`config.mk`:
```
export PLATFORM = sky130hd
export DESIGN_NAME = table_fetch
export DESIGN_NICKNAME = d
export VERILOG_FILES = /design/src/rtl/table_fetch_pkg.sv /design/src/rtl/table_fetch_lane_gather.sv /design/src/rtl/table_fetch.sv
export SDC_FILE = /design/constraint.sdc
export NUM_CORES = 2
export LEC_CHECK = 0
export CORE_AREA = 2 2 318 320
export CTS_CLUSTER_DIAMETER = 80
export CTS_CLUSTER_SIZE = 16
export DETAILED_ROUTE_END_ITERATION = 7
export DIE_AREA = 0 0 320 322
export PLACE_DENSITY = 0.79
export SLEW_MARGIN = 30
export SYNTH_ARGS = -nofsm -noshare
export SYNTH_HDL_FRONTEND = slang
export SYNTH_SLANG_ARGS = --single-unit
export TNS_END_PERCENT = 20
```
`constraint.sdc`:
```
create_clock -name clk -period 36.6 [get_ports clk]
set_clock_uncertainty 0.15 [all_clocks]
set_input_delay 10.98 -clock clk [delete_from_list [all_inputs] [get_ports clk]]
set_output_delay 10.98 -clock clk [all_outputs]
set_load 0.02 [all_outputs]
```
`src/rtl/table_fetch_pkg.sv`:
```
// Shared types for the serialization-table fetcher and its ser_aggregate consumer.
package table_fetch_pkg;

    localparam int   DRAM_LANES  = 8;
    localparam int   ENTRY_BYTES = 16;
    localparam logic DRAM_RD     = 1'b0;

    typedef logic [ENTRY_BYTES*8-1:0] TABLE_ENTRY;

    typedef enum logic [2:0] {IDLE, RD_LO, RD_HI, PRESENT, FIN} state_e;

    // Progress of the look-ahead fetch into the second buffer.
    typedef enum logic [1:0] {PF_IDLE, PF_LO, PF_HI, PF_FULL} pf_e;

endpackage

```
`src/rtl/table_fetch_lane_gather.sv`:
```
// One 8-byte DRAM read beat: arms all lanes, collects bytes as lanes complete,
// flags the cycle the last outstanding lane returns.
module table_fetch_lane_gather
    import table_fetch_pkg::*;
#(
    parameter int LANES = DRAM_LANES
) (
    input  logic                   clk,
    input  logic                   reset,
    input  logic                   arm,
    input  logic [63:0]            base,
    input  logic [LANES-1:0][7:0]  dram_data_in,
    input  logic [LANES-1:0]       dram_valid,
    output logic [LANES-1:0]       dram_en,
    output logic [LANES-1:0][63:0] dram_addr,
    output logic [LANES*8-1:0]     word,
    output logic                   beat_done
);

    logic [LANES-1:0]       en_q, en_d;
    logic [LANES-1:0][63:0] addr_q, addr_d;
    logic [LANES-1:0][7:0]  byte_q, byte_d;

    always_comb begin
        en_d   = en_q & ~dram_valid;
        addr_d = addr_q;
        byte_d = byte_q;
        for (int i = 0; i < LANES; i++) begin
            if (en_q[i] && dram_valid[i]) byte_d[i] = dram_data_in[i];
            if (arm) addr_d[i] = base + 64'(i);
        end
        // Re-arming wins over the clear so back-to-back beats need no gap.
        if (arm) en_d = '1;
    end

    assign beat_done = (en_q != '0) && ((en_q & ~dram_valid) == '0);
    assign word      = byte_d;
    assign dram_en   = en_q;
    assign dram_addr = addr_q;

    always_ff @(posedge clk or posedge reset) begin
        if (reset) begin
            en_q   <= '0;
            addr_q <= '0;
            byte_q <= '0;
        end else begin
            en_q   <= en_d;
            addr_q <= addr_d;
            byte_q <= byte_d;
        end
    end

endmodule

```
`src/rtl/table_fetch.sv`:
```
// Walks num_entries 16-byte descriptors from table_addr and hands them out on valid/ready.
// Build option TABLE_FETCH_PREFETCH_EN fetches entry k+1 while entry k waits for ready.
module table_fetch
    import table_fetch_pkg::*;
#(
    parameter int CNT_W = 16,
    parameter int LANES = DRAM_LANES
) (
    input  logic                   clk,
    input  logic                   reset,
    input  logic                   start,
    input  logic [63:0]            table_addr,
    input  logic [CNT_W-1:0]       num_entries,
    output logic                   busy,
    output logic                   done,
    output TABLE_ENTRY             entry,
    output logic                   entry_valid,
    input  logic                   entry_ready,
    output logic [LANES-1:0]       dram_en,
    output logic                   dram_rdwr,
    output logic [LANES-1:0][63:0] dram_addr,
    input  logic [LANES-1:0][7:0]  dram_data_in,
    input  logic [LANES-1:0]       dram_valid
);

    localparam int WORD_W = LANES * 8;

    state_e           state_q, state_d;
    logic [63:0]      base_q, base_d;
    logic [CNT_W-1:0] num_q, num_d;
    logic [CNT_W-1:0] cnt_q, cnt_d;
    TABLE_ENTRY       entry_q, entry_d;
    logic             entry_valid_q, entry_valid_d;
    logic             busy_q, busy_d;
    logic             done_q, done_d;

    logic              arm;
    logic [63:0]       arm_base;
    logic [WORD_W-1:0] word;
    logic              beat_done;
    logic              last;

`ifdef TABLE_FETCH_PREFETCH_EN
    pf_e        pf_q, pf_d;
    TABLE_ENTRY buf_q, buf_d;
    logic       more;
    assign more = ({1'b0, cnt_q} + (CNT_W+1)'(2)) < {1'b0, num_q};
`endif

    table_fetch_lane_gather #(.LANES(LANES)) u_gather (
        .clk          (clk),
        .reset        (reset),
        .arm          (arm),
        .base         (arm_base),
        .dram_data_in (dram_data_in),
        .dram_valid   (dram_valid),
        .dram_en      (dram_en),
        .dram_addr    (dram_addr),
        .word         (word),
        .beat_done    (beat_done)
    );

    assign last = (cnt_q == num_q - 1'b1);

    always_comb begin
        state_d       = state_q;
        base_d        = base_q;
        num_d         = num_q;
        cnt_d         = cnt_q;
        entry_d       = entry_q;
        entry_valid_d = entry_valid_q;
        busy_d        = busy_q;
        done_d        = 1'b0;
        arm           = 1'b0;
        arm_base      = base_q;
`ifdef TABLE_FETCH_PREFETCH_EN
        pf_d          = pf_q;
        buf_d         = buf_q;
`endif
        case (state_q)
            IDLE: if (start) begin
                base_d = table_addr;
                num_d  = num_entries;
                cnt_d  = '0;
                busy_d = 1'b1;
                if (num_entries == '0) begin
                    state_d = FIN;
                end else begin
                    state_d  = RD_LO;
                    arm      = 1'b1;
                    arm_base = table_addr;
                end
            end
            RD_LO: if (beat_done) begin
                entry_d[ENTRY_BYTES*8-1 -: WORD_W] = word;
                arm      = 1'b1;
                arm_base = base_q + 64'd8;
                state_d  = RD_HI;
            end
            RD_HI: if (beat_done) begin
                entry_d[WORD_W-1:0] = word;
                entry_valid_d       = 1'b1;
                state_d             = PRESENT;
`ifdef TABLE_FETCH_PREFETCH_EN
                if (!last) begin
                    arm      = 1'b1;
                    arm_base = base_q + 64'd16;
                    pf_d     = PF_LO;
                end
`endif
            end
            PRESENT: begin
`ifdef TABLE_FETCH_PREFETCH_EN
                if (beat_done && pf_q == PF_LO) begin
                    buf_d[ENTRY_BYTES*8-1 -: WORD_W] = word;
                    arm      = 1'b1;
                    arm_base = base_q + 64'd24;
                    pf_d     = PF_HI;
                end else if (beat_done && pf_q == PF_HI) begin
                    buf_d[WORD_W-1:0] = word;
                    pf_d              = PF_FULL;
                end
`endif
                if (entry_ready) begin
                    cnt_d = cnt_q + 1'b1;
                    if (last) begin
                        state_d       = FIN;
                        entry_valid_d = 1'b0;
                    end else begin
                        base_d = base_q + 64'd16;
`ifdef TABLE_FETCH_PREFETCH_EN
                        if (pf_d == PF_FULL) begin
                            entry_d = buf_d;
                            pf_d    = PF_IDLE;
                            if (more) begin
                                arm      = 1'b1;
                                arm_base = base_q + 64'd32;
                                pf_d     = PF_LO;
                            end
                        end else begin
                            // Partial prefetch: the gather keeps running, the main FSM picks it up.
                            entry_valid_d = 1'b0;
                            entry_d[ENTRY_BYTES*8-1 -: WORD_W] = buf_d[ENTRY_BYTES*8-1 -: WORD_W];
                            state_d = (pf_d == PF_LO) ? RD_LO : RD_HI;
                            pf_d    = PF_IDLE;
                        end
`else
                        entry_valid_d = 1'b0;
                        arm           = 1'b1;
                        arm_base      = base_q + 64'd16;
                        state_d       = RD_LO;
`endif
                    end
                end
            end
            FIN: begin
                done_d  = 1'b1;
                busy_d  = 1'b0;
                state_d = IDLE;
            end
            default: state_d = IDLE;
        endcase
    end

    always_ff @(posedge clk or posedge reset) begin
        if (reset) begin
            state_q       <= IDLE;
            base_q        <= '0;
            num_q         <= '0;
            cnt_q         <= '0;
            entry_q       <= '0;
            entry_valid_q <= 1'b0;
            busy_q        <= 1'b0;
            done_q        <= 1'b0;
`ifdef TABLE_FETCH_PREFETCH_EN
            pf_q          <= PF_IDLE;
            buf_q         <= '0;
`endif
        end else begin
            state_q       <= state_d;
            base_q        <= base_d;
            num_q         <= num_d;
            cnt_q         <= cnt_d;
            entry_q       <= entry_d;
            entry_valid_q <= entry_valid_d;
            busy_q        <= busy_d;
            done_q        <= done_d;
`ifdef TABLE_FETCH_PREFETCH_EN
            pf_q          <= pf_d;
            buf_q         <= buf_d;
`endif
        end
    end

    assign busy        = busy_q;
    assign done        = done_q;
    assign entry       = entry_q;
    assign entry_valid = entry_valid_q;
    assign dram_rdwr   = DRAM_RD;

endmodule

```
==> impl_table.tex <==
\begin{tabular}{lr}
\hline
Metric & Value \\
\hline
\multicolumn{2}{l}{\textbf{Worst setup path}} \\
\quad Register-to-register path setup slack & 28950 ps \\
\quad Kind of start point of the critical path & primary input \\
\quad Cell count of the worst reg-to-reg path & 12 \\
\quad Data arrival time of the worst path & 17720 ps \\
\quad Data required, critical path & 36990 ps \\
\quad Critical Setup Path Class & primary input to flip-flop \\
\quad Crit path max fanout & 24 \\
\quad Start of the worst register-to-register path & num\_q[4] \\
\quad Startpoint of the most critical setup path & num\_entries[10] \\
\quad Nature of the critical path endpoint & flip-flop \\
\quad Worst r2r dst & u\_gather.dram\_addr[383] \\
\multicolumn{2}{l}{\textbf{Placement}} \\
\quad Post-Place Cells & 7162 \\
\quad Number of port buffers & 806 \\
\quad Placer Congestion & 1.06 \\
\quad Dpl hpwl & 177000 um \\
\multicolumn{2}{l}{\textbf{Timing}} \\
\quad Fin. Hold Viols & 0 \\
\quad Final worst-path cycle share & 47.3\% \\
\quad Finish-stage setup viols & 0 \\
\quad Final min period & 17330 ps \\
\quad Worst hold slack after final layout & 328 ps \\
\quad Timing-limited maximum frequency & 57.7 MHz \\
\quad Setup repair after global routing missed its margin & no \\
\quad Final slew viol count & 0 \\
\quad Remaining max-slew budget at the tightest pin & 23.3\% \\
\quad Slew at the pin with the worst max-slew slack & 1140 ps \\
\quad Setup TNS & 0 ps \\
\multicolumn{2}{l}{\textbf{GRT}} \\
\quad Via count of the first global-routing pass & 45.1k \\
\quad Antenna violations before repair & 10 \\
\quad Remaining global-route overflow & 0 \\
\quad Global-route wire length before repair & 330000 um \\
\quad GRT Resource Usage Total & 44.2\% \\
\quad Maximum number of pins on one net before global-route repair & 114 \\
\multicolumn{2}{l}{\textbf{Logic synthesis}} \\
\quad Sequential cell area fraction in the yosys report & 44.0\% \\
\quad Prevailing post-synth register cell & sky130\_fd\_sc\_hd\_\_dfrtp\_1 \\
\quad Net Count, Synth & 5475 \\
\quad Distinct cells, synth & 104 \\
\quad Top area cells in the synthesized netlist & sky130\_fd\_sc\_hd\_\_dfrtp\_1 44\%, sky130\_fd\_sc\_hd\_\_nor2\_1 5.5\%, sky130\_fd\_sc\_hd\_\_nand2\_1 4.9\%, sky130\_fd\_sc\_hd\_\_a21oi\_1 4.6\%, sky130\_fd\_sc\_hd\_\_xnor2\_1 4.1\% \\
\quad Instance count of the mapped netlist & 5306 \\
\quad Library cell with the largest summed area after synthesis & sky130\_fd\_sc\_hd\_\_dfrtp\_1 \\
\quad Syn avg cell area & 8.61 um2 \\
\quad Post-Syn Area & 45700 um2 \\
\quad Post-synthesis sequential element count & 804 \\
\quad Warning count from the yosys run & 0 \\
\quad Ys async rst share & 100\% \\
\quad Top-area cell type share of the netlist area & 44.0\% \\
\quad Number of flops mapped to enable cells by yosys & 0 \\
\multicolumn{2}{l}{\textbf{Layout}} \\
\quad Most common library cell in the layout ignoring fill and taps & sky130\_fd\_sc\_hd\_\_clkdlybuf4s50\_1 \\
\quad Post-Route Utilization & 57.5\% \\
\quad Proportion of layout cells with a drive suffix above 1 & 6.94\% \\
\quad Final \#Nets & 6101 \\
\quad Most used cells in the layout excluding fill and tap cells & 806 x sky130\_fd\_sc\_hd\_\_clkdlybuf4s50\_1, 804 x sky130\_fd\_sc\_hd\_\_dfrtp\_1, 665 x sky130\_fd\_sc\_hd\_\_nor2\_1 \\
\quad Area overhead of the layout relative to synthesis & 25.2\% \\
\quad Post-route insts no fill & 7250 \\
\multicolumn{2}{l}{\textbf{Routing}} \\
\quad Number of design rule violations left after detail routing & 0 \\
\quad Via Count & 48.0k \\
\quad Routed wire length per instance & 32.3 um \\
\quad Post-detailed-route via-to-cell ratio & 6.62 \\
\quad Count of nets left with antenna violations after detail routing & 0 \\
\quad Initial drt markers & 6931 \\
\quad Detailed-route wire length & 234000 um \\
\quad Number of detailed-route iterations in the first pass & 6 \\
\multicolumn{2}{l}{\textbf{Clocking}} \\
\quad Hold buffer count at CTS & 0 \\
\quad Clock root cell & sky130\_fd\_sc\_hd\_\_clkbuf\_16 \\
\quad Number of buffers created by CTS & 66 \\
\quad Count of cells resized by post-cts repair & 0 \\
\quad Clock net sink count & 804 \\
\quad Level count of the clock H-tree & 3 \\
\quad Number of setup buffers added after CTS & 0 \\
\quad Max clock buf depth & 3 \\
\quad Clock slew seen by the registers of the worst setup and hold paths & 80 ps \\
\quad Clock tree from TritonCTS & built \\
\quad Clock latency on the worst-skew pair & 700 ps \\
\multicolumn{2}{l}{\textbf{Floorplanning}} \\
\quad Overall die height & 322 um \\
\quad DIE WIDTH & 320 um \\
\quad Die outline area & 103000 um2 \\
\quad Starting Density & 45.9\% \\
\quad Placeable core area & 99600 um2 \\
\quad Placement Rows & 116 \\
\quad Boundary Pins & 808 \\
\multicolumn{2}{l}{\textbf{Flow run}} \\
\quad Count of max-cap constraint violations & 0 \\
\multicolumn{2}{l}{\textbf{Min path}} \\
\quad Hold/Removal Path Class & flip-flop to flip-flop \\
\quad Sink of the worst hold path & entry[12] \\
\quad Hold path startpoint & entry[12] \\
\quad Worst Hold Depth & 2 \\
\multicolumn{2}{l}{\textbf{Power}} \\
\quad Peak supply drop & 0.0683 mV \\
\quad Power density over the cells & 114 nW/um2 \\
\quad P\_leak & 22.7 nW \\
\multicolumn{2}{l}{\textbf{Run status}} \\
\quad Status & finished clean \\
\hline
\end{tabular}
-- registers in the layout (all words and copies together), names as in the netlist --
signal and cells:
done 1, cnt_q 16, base_q 64, u_gather.byte_q 64
u_gather.dram_en 8, state_q 3, busy 1, num_q 16
entry_valid 1, u_gather.dram_addr 502, entry 128
-- metrics by stage --
stage	total power [mW]	cell area [um2]	worst slack (ps)
floorplan	3.83	45700	2890
global placement	5.61	55200	19030
detailed placement	5.68	55300	18890
CTS	6.39	57100	19560
global route	6.76	57200	19140
finish	6.53	57200	19270
-- where the power goes --
part	switching [mW]	leakage (nW)	internal, mW
combinational	2.60	12.4	1.44
sequential	0.456	9.38	1.33
clock	0.367	0.920	0.341
total	3.42	22.7	3.11
-- worst max-delay path: stages --
cell                              delay [ps]
sky130_fd_sc_hd__clkdlybuf4s50_1         420
sky130_fd_sc_hd__nor4_1                  710
sky130_fd_sc_hd__a41o_1                  340
sky130_fd_sc_hd__buf_4                   410
sky130_fd_sc_hd__nand2_1                 650
sky130_fd_sc_hd__o21ai_0                 330
sky130_fd_sc_hd__a221oi_1                110
sky130_fd_sc_hd__a31oi_1                 640
sky130_fd_sc_hd__o21a_1                  250
sky130_fd_sc_hd__nand4_1                 610
sky130_fd_sc_hd__nor4_4                 1060
sky130_fd_sc_hd__a41oi_1                 520
sky130_fd_sc_hd__a2111oi_0               630
-- kinds of logic after synthesis --
family | Yosys count | share of synthesized area, %
adder cells (fa/ha/maj) | 13 | 0.356
buffers and inverters | 498 | 4.35
multiplexers | 127 | 2.80
AND/OR/NAND/NOR | 2296 | 25.1
XOR/XNOR | 323 | 6.22
AO/OA/AOI/OAI | 1244 | 17.2
flip-flops | 804 | 44.0
other | 1 | 0.00821
-- cell type report --
class                      count  area, um2
antenna                        2       5.00
clock buffer                  67       1680
clock inverter                19        194
fill                        8925      42300
inverter                     102        390
multi-input combinational   4004      24000
sequential                   804      20100
tap                         1298       1620
timing repair buffer         954       9220
-- how the worst max path moves through the flow --
stage                                         end  slack [ps]  depth (start not counted)
final                     u_gather.dram_addr[383]       19270                         13
after global routing      u_gather.dram_addr[226]       19140                         18
after CTS                 u_gather.dram_addr[190]       19560                         18
after detailed placement  u_gather.dram_addr[190]       18890                         18
after global placement    u_gather.dram_addr[190]       19030                         18
after floorplan                         base_q[0]        2890                          1
-- per-layer routing --
metal / share of wire [%] / GRT usage (%) / vias to the layer above
li1: - / - / 20200
met1: 35 / 51.9 / 23200
met2: 43 / 66.6 / 3575
met3: 12 / 14.4 / 925
met4: 9.7 / 35.0 / 18
met5: 0.080 / 0.662 / -
-- Yosys cell counts (all sizes together), types with 27 or more instances --
cell type / instances
dfrtp: 804
nor2: 671
nand2: 592
a21oi: 418
clkbuf: 316
o21ai: 280
nor3: 218
xnor2: 216
nand3: 170
nor4: 133
nand4: 123
mux2i: 121
xor2: 106
o22ai: 102
inv: 98
and3: 97
buf: 80
or3: 53
and2: 42
o21a: 42
a211oi: 41
a31oi: 40
or4: 39
and4: 35
o31ai: 32
a311oi: 30
nand2b: 28
o211ai: 27
No activity file was read; power rests on OpenSTA's default activity.
